[config.mk]
export PLATFORM = sky130hd
export DESIGN_NAME = regfile_sb
export DESIGN_NICKNAME = d
export VERILOG_FILES = /design/src/rtl/regfile_sb.sv
export SDC_FILE = /design/constraint.sdc
export NUM_CORES = 1
export LEC_CHECK = 0
export BUFFER_PORTS_ARGS = -buffer_cell sky130_fd_sc_hd__buf_2
export CORE_UTILIZATION = 30
export CTS_CLUSTER_DIAMETER = 60
export DETAILED_ROUTE_END_ITERATION = 6
export SYNTH_ARGS = -nofsm -noshare
export SYNTH_HDL_FRONTEND = slang
export SYNTH_SLANG_ARGS = --single-unit
[constraint.sdc]
create_clock -name clk -period 4.15 [get_ports clk]
set_input_delay 0.2075 -clock clk [delete_from_list [all_inputs] [get_ports clk]]
set_output_delay 0.2075 -clock clk [all_outputs]
set_load 0.05 [all_outputs]
[src/rtl/regfile_sb.sv]
// regfile_sb: register file with a per-register pending (scoreboard) bit,
// a power-up clear sequence that zeroes every entry one per clock, and
// optional same-cycle write-to-read forwarding.
module regfile_sb #(
    parameter int unsigned XLEN     = 32,
    parameter int unsigned NREGS    = 32,
    parameter int unsigned ZERO_REG = 1,
    parameter int unsigned BYPASS   = 1,
    localparam int unsigned AW      = $clog2(NREGS)
) (
    input  logic            clk,
    input  logic            rst_n,
    output logic            ready,
    input  logic [AW-1:0]   rs1,
    input  logic [AW-1:0]   rs2,
    output logic [XLEN-1:0] rd1,
    output logic [XLEN-1:0] rd2,
    output logic            rs1_busy,
    output logic            rs2_busy,
    input  logic            we,
    input  logic [AW-1:0]   rd,
    input  logic [XLEN-1:0] wd,
    input  logic            busy_set,
    input  logic [AW-1:0]   busy_rd
);

    localparam logic ST_INIT = 1'b0;
    localparam logic ST_RUN  = 1'b1;

    logic             state_q, state_d;
    logic [AW-1:0]    cnt_q, cnt_d;
    logic             ready_q, ready_d;
    logic [NREGS-1:0] busy_q, busy_d;
    logic [XLEN-1:0]  regs_q [NREGS];

    logic             run;
    logic             wr_ok;
    logic             set_ok;
    logic             rf_we;
    logic [AW-1:0]    rf_waddr;
    logic [XLEN-1:0]  rf_wdata;

    // Register 0 is read-only when it is hardwired to zero.
    function automatic logic writable(input logic [AW-1:0] addr);
        return (ZERO_REG == 0) || (addr != '0);
    endfunction

    assign run    = (state_q == ST_RUN);
    assign wr_ok  = run && we && writable(rd);
    assign set_ok = run && busy_set && writable(busy_rd);
    assign ready  = ready_q;

    // Control state, clear counter, ready flag and scoreboard bits.
    always_ff @(posedge clk or negedge rst_n) begin
        if (!rst_n) begin
            state_q <= ST_INIT;
            cnt_q   <= '0;
            ready_q <= 1'b0;
            busy_q  <= '0;
        end else begin
            state_q <= state_d;
            cnt_q   <= cnt_d;
            ready_q <= ready_d;
            busy_q  <= busy_d;
        end
    end

    // Next state: sweep zeros through the array, then serve writes and
    // scoreboard updates; a set lands after the clear so set wins.
    always_comb begin
        state_d  = state_q;
        cnt_d    = cnt_q;
        ready_d  = ready_q;
        busy_d   = busy_q;
        rf_we    = 1'b0;
        rf_waddr = rd;
        rf_wdata = wd;
        case (state_q)
            ST_INIT: begin
                rf_we    = 1'b1;
                rf_waddr = cnt_q;
                rf_wdata = '0;
                cnt_d    = cnt_q + AW'(1);
                if (cnt_q == AW'(NREGS - 1)) begin
                    state_d = ST_RUN;
                    ready_d = 1'b1;
                end
            end
            default: begin
                rf_we = wr_ok;
                if (wr_ok) begin
                    busy_d[rd] = 1'b0;
                end
                if (set_ok) begin
                    busy_d[busy_rd] = 1'b1;
                end
            end
        endcase
    end

    // Storage array; no reset, contents are established by the clear sweep.
    always_ff @(posedge clk) begin
        if (rst_n && rf_we) begin
            regs_q[rf_waddr] <= rf_wdata;
        end
    end

    // Read port 1: zero register, then forwarding, then stored value.
    always_comb begin
        rd1      = '0;
        rs1_busy = 1'b0;
        if (run && writable(rs1)) begin
            if ((BYPASS != 0) && wr_ok && (rd == rs1)) begin
                rd1 = wd;
            end else begin
                rd1      = regs_q[rs1];
                rs1_busy = busy_q[rs1];
            end
        end
    end

    // Read port 2: same priority as port 1.
    always_comb begin
        rd2      = '0;
        rs2_busy = 1'b0;
        if (run && writable(rs2)) begin
            if ((BYPASS != 0) && wr_ok && (rd == rs2)) begin
                rd2 = wd;
            end else begin
                rd2      = regs_q[rs2];
                rs2_busy = busy_q[rs2];
            end
        end
    end

endmodule

* Word-level counts from Yosys, hierarchy flattened
Memories as Yosys holds them, arrays and structs flattened.
Cells that the tools add are included.
** Cells by class
- Add/sub/neg operators :: 1
- Order comparisons :: 6
- Equality and inequality tests :: 3
- Mux-type cells :: 26
- Bitwise operators :: 4
- Reduce and logical (&&, ||, !) cells :: 16
** Operator list (number)
- 32-bit 2-to-1 mux :: 8
- 32-bit bitwise AND :: 1
- 32-bit inverter :: 1
- 32-bit bitwise OR :: 1
- 5-bit by 6-bit less-than comparator with 1-bit output (second input constant) :: 4
- 5-bit nonzero test :: 4
- 1-bit 2-to-1 mux :: 13
- 1-bit logical AND :: 11
- 1-bit binary-select mux with 5-bit select :: 2
- 1-bit demux with 5-bit select :: 2
- 5-bit equality test :: 2
- 5-bit by 1-bit greater-or-equal comparator with 1-bit output (second input constant) :: 2
- 5-bit by 1-bit adder with 5-bit output (second input constant) :: 1
- 5-bit equality test (second input constant) :: 1
- 5-bit 2-to-1 mux :: 1
- 2-bit AND reduction :: 1
- 1-bit inverter :: 1
** Word-level totals
- Bits in registers :: 39
- Bits in writable memories :: 1024
- Input port bits :: 56
- Output and inout port bits :: 67
- Logic and storage cells :: 61
- Memories kept :: 1
** Memories
- regs_q :: depth 32, width 32, rd ports 2, clocked after memory_dff 0, write ports 1, RTL line 34 : logic [XLEN-1:0] regs_q [NREGS];

* Logic depth before layout (Yosys ltp)
Gate-level depths: netlist of the first run.
- Word-level depth :: 10
- Depth in mapped cells :: 9
- Gate-level depth less buffers :: 5

* Worst setup path after synthesis of the first run
OpenSTA, ideal clock, no wires.
- Path type :: in2out
- Start :: in rs2[0]
- End :: out rd2[30]
- Arrival time :: 3.881 ns
- Required time :: 3.943 ns
- Path slack :: 0.062 ns
- Cell stages on the path :: 8
- Buffers on the path :: 3
- Cells stage by stage :: buf_2 > buf_2 > buf_2 > nand2b_1 > o22ai_1 > nor4b_1 > nor4_1 > a2111oi_0
** Between the ends
- Word-level cells in the longest chain between the ends :: 4
- Elaborated cells between the ends (all ways) :: 7
- Those cells by class :: eq/ne: 1; mux: 2; reduce/logical: 3; memory: 1
** Ends and longest elaborated chain
- from (decl) :: RTL line 15 : input logic [AW-1:0] rs2,
- branches (longest 3 deep; another with memory 32 x 32 bit)
- 32-bit 2-to-1 mux * :: RTL line 126 : if (run && writable(rs2)) begin
- to (decl) :: RTL line 17 : output logic [XLEN-1:0] rd2,
Every way passes the cells marked *.

* Worst setup path in the final report of the first run
- Start :: in rd[3]
- End :: out rd1[22]
** Between the ends
- Word-level cells in the longest chain between the ends :: 5
- Elaborated cells between the ends (all ways) :: 6
- Those cells by class :: eq/ne: 1; mux: 2; reduce/logical: 3
** Ends and longest elaborated chain
- from (decl) :: RTL line 21 : input logic [AW-1:0] rd,
- 5-bit nonzero test :: RTL line 45 : return (ZERO_REG == 0) || (addr != '0);
- 1-bit logical AND :: RTL line 49 : assign wr_ok = run && we && writable(rd);
- 1-bit logical AND * :: RTL line 113 : if ((BYPASS != 0) && wr_ok && (rd == rs1)) begin
- 32-bit 2-to-1 mux * :: RTL line 113
- 32-bit 2-to-1 mux * :: RTL line 112 : if (run && writable(rs1)) begin
- to (decl) :: RTL line 16 : output logic [XLEN-1:0] rd1,
Mark *: on every way between the ends. The rest lies on a longest branch, timed or not.

==> results.cfg, run 1 <==
[floorplan]
dieArea_um2 = 169000
initial_utilization_pct = 30.3
dieHeight_um = 411
die_w_um = 411
coreArea_um2 = 165000
placementRows = 149
boundaryPins = 123

[timing]
final_hold_viol_count = 0
tightest_slew_ns = 1.57
skew_ns = 0.0642
fin_crit_sh_pct = 98.2
setup_slack_ns = 0.0755
setup_violations = 0
rsz0062_at_grt = no
timing.slew.headroom_pct = -4.75
fmax_mhz = 245
drv_slew = 2
period_needed_ns = 4.07
fin_setup_tns_ns = 0

[finish]
multiInputGateArea_um2 = 17700
instances_no_fill = 5117
fin_nets = 2890
seqCellArea_um2 = 31700
num-fill-cells = 15300
layout-drive-gt1-share_pct = 35.4
area_growth_pct = 16.6

[worst_setup_path]
cp_cell_sequence = dlygate4sd3_1 > buf_2 > or3_4 > o31ai_4 > nor4_4 > nand2b_2 > buf_4 > o41ai_2 > buf_2
setup.worst_path.end = rd1[22]
crit_slowest_cell = o41ai_2
path_max_fanout = 12
crit_type = input port to output pin
slowest_delay_ns = 0.66
cp.arrival_ns = 3.87
crit_path_start = rd[3]
cp_common_cell = buf_2
r2r-end = regs_q[27][14]$_DFFE_PP_
cp-start-kind = input port
r2r_cells = 5
reg2reg_from = run$_DFF_PN0_
worstSetupEndpointType = output pin
cp_data_required_time_ns = 3.94
ff2ff_setup_slack_ns = 1.15

[clock_tree]
cts_buffers = 116
clk_pin_slew_ns = 0.06
clk_path_buf_depth = 3
cts_tree = yes
postCtsSetupBuffers = 0
clock_latency_ns = 0.73
cts.sinks = 1063
htree_levels = 3
cts-root-buf = clkbuf_16

[global_routing]
grt_max_degree = 68
grt_pass1_vias = 29900
gr-total-overflow = 0
grt_usage_pct = 18.9
grt_antenna_before_repair = 13
grt_pass1_wl_um = 228000

[route]
postRouteAntennaNets = 0
post-route-drc-count = 0
totalWireLength_um = 163000
wire_per_inst_um = 31.8
routed_via_density = 5.85
drtIter0Drc = 3902
first_pass_iters = 5
vias = 29900

[logic_synthesis]
synth_enable_flop_cells = 1024
synth_area_um2 = 50100
synth_area_leaders = edfxtp_1, mux4_2, mux2i_1
netlist_instances = 2645
synth-seq-area-share_pct = 63.3
synth_top_area_share_pct = 61.3
ys_ff_latch = 1063
yosys_warnings = 0
ys.flop_type = edfxtp_1
synth_fp_nets = 2703
avgSynthCellArea_um2 = 19.0
yosys.area.top_type = edfxtp_1
synthArstFlopShare_pct = 3.67
synth_cell_types = 54

[power]
peakVddDrop_v = 0.000330
cellPowerDensity_nw_per_um2 = 424
fin_total_pwr_mw = 24.8
power.leakage_nw = 18.5

[hold_path]
hold_path_class = input port to flip-flop

[placed_design]
numPlacedInstances = 4892
routabilityCongestion = 0.840
io_buffers = 122
dp.final_hpwl_um = 98500
dpl_worst_slack_ns = 0.779

[status]
status = finished, violations left
violations = max-capacitance violations, max-slew violations

[job]
max-cap-violations = 1
## metal layers
metal	share of wire, %	track usage (%)	vias up
met1	39	24.9	16100
met2	47	30.3	1727
met4	3.5	6.68	12
li1	-	-	11800
met3	9.9	4.46	311
met5	0.043	0	-
## flip-flops by register name, indices dropped and copies added, names as in the netlist
name and flops:
regs_q 1024, run 1, busy_q 32, ready 1
cnt_q 5
## kinds of logic (layout without fill, tap and decap cells)
logic type / count (synthesis) / after routing / share of synthesized area (%)
AND/OR/NAND/NOR: 266 / 266 / 2.62
buffers and inverters: 225 / 503 / 1.97
adder cells (fa/ha/maj): 2 / 2 / 0.0499
flip-flops: 1063 / 1063 / 63.3
AO/OA/AOI/OAI: 389 / 389 / 5.54
XOR/XNOR: 13 / 13 / 0.227
other: 0 / 5 / 0
multiplexers: 687 / 687 / 26.3
## worst max-delay path: cells and delay by family
family                 cells  cell delay (ns)
and+or+nand+nor            3             1.05
AOI/OAI and AO/OA          2             1.03
buffers and inverters      4             1.55
## through the flow
stage,hold slack (ns),area [µm²],utilization [%]
6_report,0.0259,58500,35.4
5_1_grt,0.0618,58500,35.3
2_1_floorplan,-0.0881,50100,-
4_1_cts,0.000492,58500,35.3
3_5_place_dp,0.392,54500,33.0
3_3_place_gp,0.385,54500,33.0
## repair_timing
action,CTS,global route
gates resized for setup,0,0
hold endpoints to repair,68,0
hold buffers,11,0
## layout by cell type (no fill, tap or decap), drive strengths merged, types with 23 or more instances in the layout
| cell | synthesis | final |
|---|---|---|
| o21ai | 88 | 88 |
| a22oi | 33 | 33 |
| buf | 121 | 275 |
| clkbuf | 96 | 140 |
| a221oi | 23 | 23 |
| mux4 | 502 | 502 |
| edfxtp | 1024 | 1024 |
| clkinv | 1 | 45 |
| dfrtp | 39 | 39 |
| nor2b | 27 | 27 |
| a211oi | 59 | 59 |
| nand3 | 35 | 35 |
| and2 | 34 | 34 |
| a22o | 32 | 32 |
| o22ai | 63 | 63 |
| nor2 | 67 | 67 |
| nand2 | 63 | 63 |
| mux2 | 37 | 37 |
| mux2i | 148 | 148 |
## power by group
group	switching, mW	leakage [nW]	internal (mW)
sequential	0.0308	9.72	11.8
combinational	1.64	6.96	0.931
clock	4.27	1.82	6.11
## cell type report
type	instances	share of cell area [%]
tap	2189	4.68
sequential	1063	54.3
clock buffer	140	5.19
clock inverter	69	1.30
antenna	5	0.0214
multi-input combinational	1357	30.3
timing repair buffer	286	4.14
inverter	8	0.0514
## cell usage after synthesis, drive strengths merged, types with 20 or more instances
master,count
edfxtp,1024
mux4,502
mux2i,148
buf,121
clkbuf,96
o21ai,88
nor2,67
nand2,63
o22ai,63
a211oi,59
dfrtp,39
mux2,37
nand3,35
and2,34
a22oi,33
a22o,32
nor2b,27
a221oi,23
o211ai,22
a21oi,20
## worst min-delay path by stage
stage / startpoint / end / slack, ns / depth (start not counted)
2_1_floorplan: rst_n / busy_q[0]$_DFFE_PN0P_ / -0.09 / 0
6_report: busy_rd[0] / busy_q[2]$_DFFE_PN0P_ / 0.03 / 3
3_5_place_dp: busy_q[0]$_DFFE_PN0P_ / busy_q[0]$_DFFE_PN0P_ / 0.39 / 0
4_1_cts: busy_rd[0] / busy_q[2]$_DFFE_PN0P_ / 0.0005 / 3
5_1_grt: rd[4] / busy_q[21]$_DFFE_PN0P_ / 0.06 / 4
3_3_place_gp: busy_q[0]$_DFFE_PN0P_ / busy_q[0]$_DFFE_PN0P_ / 0.38 / 0
No activity file was read; power rests on OpenSTA's default activity.
==> run 2, diff against run 1 <==
--- a/config.mk
+++ b/config.mk
@@ -9,6 +9,7 @@
 export CORE_UTILIZATION = 30
 export CTS_CLUSTER_DIAMETER = 60
 export DETAILED_ROUTE_END_ITERATION = 6
+export SETUP_SLACK_MARGIN = 0.15
 export SYNTH_ARGS = -nofsm -noshare
 export SYNTH_HDL_FRONTEND = slang
 export SYNTH_SLANG_ARGS = --single-unit
==> results.cfg, run 2 (synthesis gave the netlist of run 1 again) <==
[worst_setup_path]
crit_type = flip-flop to output pin
r2r_cells = 7
r2r-end = regs_q[22][7]$_DFFE_PP_
cp-start-kind = flip-flop
ff2ff_setup_slack_ns = 1.01
cp.arrival_ns = 3.68
worstSetupEndpointType = output pin
path_max_fanout = 31
crit_slowest_cell = buf_4
slowest_delay_ns = 0.68
cp_cell_sequence = and2_1 > o31ai_4 > nor3_2 > buf_4 > a22o_1 > buf_2
cp_data_required_time_ns = 3.94
reg2reg_from = run$_DFF_PN0_

[floorplan]
dieHeight_um = 411
initial_utilization_pct = 30.3
die_w_um = 411
coreArea_um2 = 165000
boundaryPins = 123
dieArea_um2 = 169000
placementRows = 149

[route]
routed_via_density = 5.82
first_pass_iters = 5
drtIter0Drc = 4144
post-route-drc-count = 0
postRouteAntennaNets = 0
wire_per_inst_um = 31.7
vias = 29600
totalWireLength_um = 161000

[placed_design]
placed_cell_area_um2 = 54400
routabilityCongestion = 0.822
io_buffers = 122
numPlacedInstances = 4868
dp.final_hpwl_um = 94200

[power]
fin_total_pwr_mw = 23.5
switchingPower_mw = 5.78
clkPwrFrac_pct = 38.9
p_int_mw = 17.7
power.leakage_nw = 18.1
pwr-share-comb_pct = 10.7
seq_power_share_pct = 50.4
swShare_pct = 24.6
peakVddDrop_v = 0.000337
cellPowerDensity_nw_per_um2 = 407

[timing]
fin_setup_tns_ns = 0
final_hold_viol_count = 0
tightest_slew_ns = 1.20
setup_violations = 0
skew_ns = 0.0391
timing.slew.headroom_pct = 19.9
fin_crit_sh_pct = 93.6
period_needed_ns = 3.88
timing.hold.ws_ns = 0.0499
rsz0062_at_grt = no
drv_slew = 0
fmax_mhz = 258

[global_routing]
grt_antenna_before_repair = 13
grt_usage_pct = 18.8
grt_pass1_vias = 29900
grt_pass1_wl_um = 227000
grt_max_degree = 89
gr-total-overflow = 0

[hold_path]
whs_endpoint = busy_q[11]$_DFFE_PN0P_
min_from = rd[3]
holdPathStages = 4
hold_path_class = input port to flip-flop

[finish]
final_common_cell = edfxtp_1
largest_reg_flops = 1024
fin_nets = 2858
largestRegisters = regs_q x1024, busy_q x32, cnt_q x5
instances_no_fill = 5078
area_growth_pct = 15.2
final_cell_area_um2 = 57800
num-fill-cells = 15300
final_cell_mix = edfxtp_1, mux4_2, mux2i_1
layout-drive-gt1-share_pct = 34.6
regMostFlops = regs_q

[clock_tree]
clk_pin_slew_ns = 0.06
cts_buffers = 107
htree_levels = 3
clock_latency_ns = 0.70
cts.sinks = 1063
clk_path_buf_depth = 3
cts_tree = yes
cts-root-buf = clkbuf_16

[job]
max-cap-violations = 0

[status]
status = finished, final reports clean
run 2: cell types whose count changed in the layout (fill, tap and decap cells not counted), moves of 2 or more:
cell / previous run / this run
buf_2: 109 / 112
clkbuf_1: 22 / 25
clkinvlp_4: 6 / 2
diode_2: 5 / 3
bufinv_16: 15 / 3
clkinv_4: 3 / 1
clkinv_1: 30 / 26
clkinv_2: 10 / 23
buf_12: 38 / 42
buf_4: 122 / 90
clkbuf_16: 118 / 110
run 2: how the worst max path moves through the flow:
stage	start	to	slack [ns]
2_1_floorplan	rs2[0]	rd2[30]	0.72
3_3_place_gp	rs1[1]	rd1[29]	0.16
3_5_place_dp	rs1[1]	rd1[29]	0.17
4_1_cts	run$_DFF_PN0_	rd2[28]	0.27
5_1_grt	run$_DFF_PN0_	rd1[29]	0.19
6_report	run$_DFF_PN0_	rd2[13]	0.27
run 2: critical path: cells and delay by family, from the launching register on:
kind	cells	cell delay, ns
buffers and inverters	2	1.03
and+or+nand+nor	2	0.79
AOI/OAI and AO/OA	2	0.72
DFF	1	0.43
run 2: power groups by stage:
stage	clock (mW)	combinational (mW)	sequential, mW
2_1_floorplan	0	1.63	12.1
3_3_place_gp	0	2.49	12.1
3_5_place_dp	0	2.49	12.1
4_1_cts	9.25	2.51	11.8
5_1_grt	9.63	2.63	11.9
6_report	9.15	2.52	11.9
run 2: layout make-up:
type                       count  area, µm²  area share [%]
sequential                  1063      31700            54.9
multi-input combinational   1357      17700            30.7
clock buffer                 135       2850            4.93
tap                         2189       2740            4.74
timing repair buffer         263       2300            3.98
clock inverter                60        402           0.695
inverter                       8       30.0          0.0520
antenna                        3       7.51          0.0130
run 2: stage by stage:
step | utilization [%] | setup WS [ns]
6_report | 34.9 | 0.267
4_1_cts | 34.9 | 0.275
2_1_floorplan | - | 0.722
3_3_place_gp | 32.9 | 0.163
3_5_place_dp | 32.9 | 0.167
5_1_grt | 34.9 | 0.190
run 2: what timing repair did:
action | in CTS | in global routing
buffers inserted | 0 | 0
hold buffers | 12 | 0
resized for setup | 3 | 0
setup endpoints to repair | 1 | 0
endpoints found under the hold margin | 70 | 0
run 2: layer usage:
layer  vias to the layer above  global-route usage [%]  share of wire (%)
met5                         -                       0              0.032
met4                         8                    6.15                3.3
met3                       282                    3.83                 10
met2                      1668                    30.7                 48
met1                     15900                    25.0                 39
li1                      11700                       -                  -
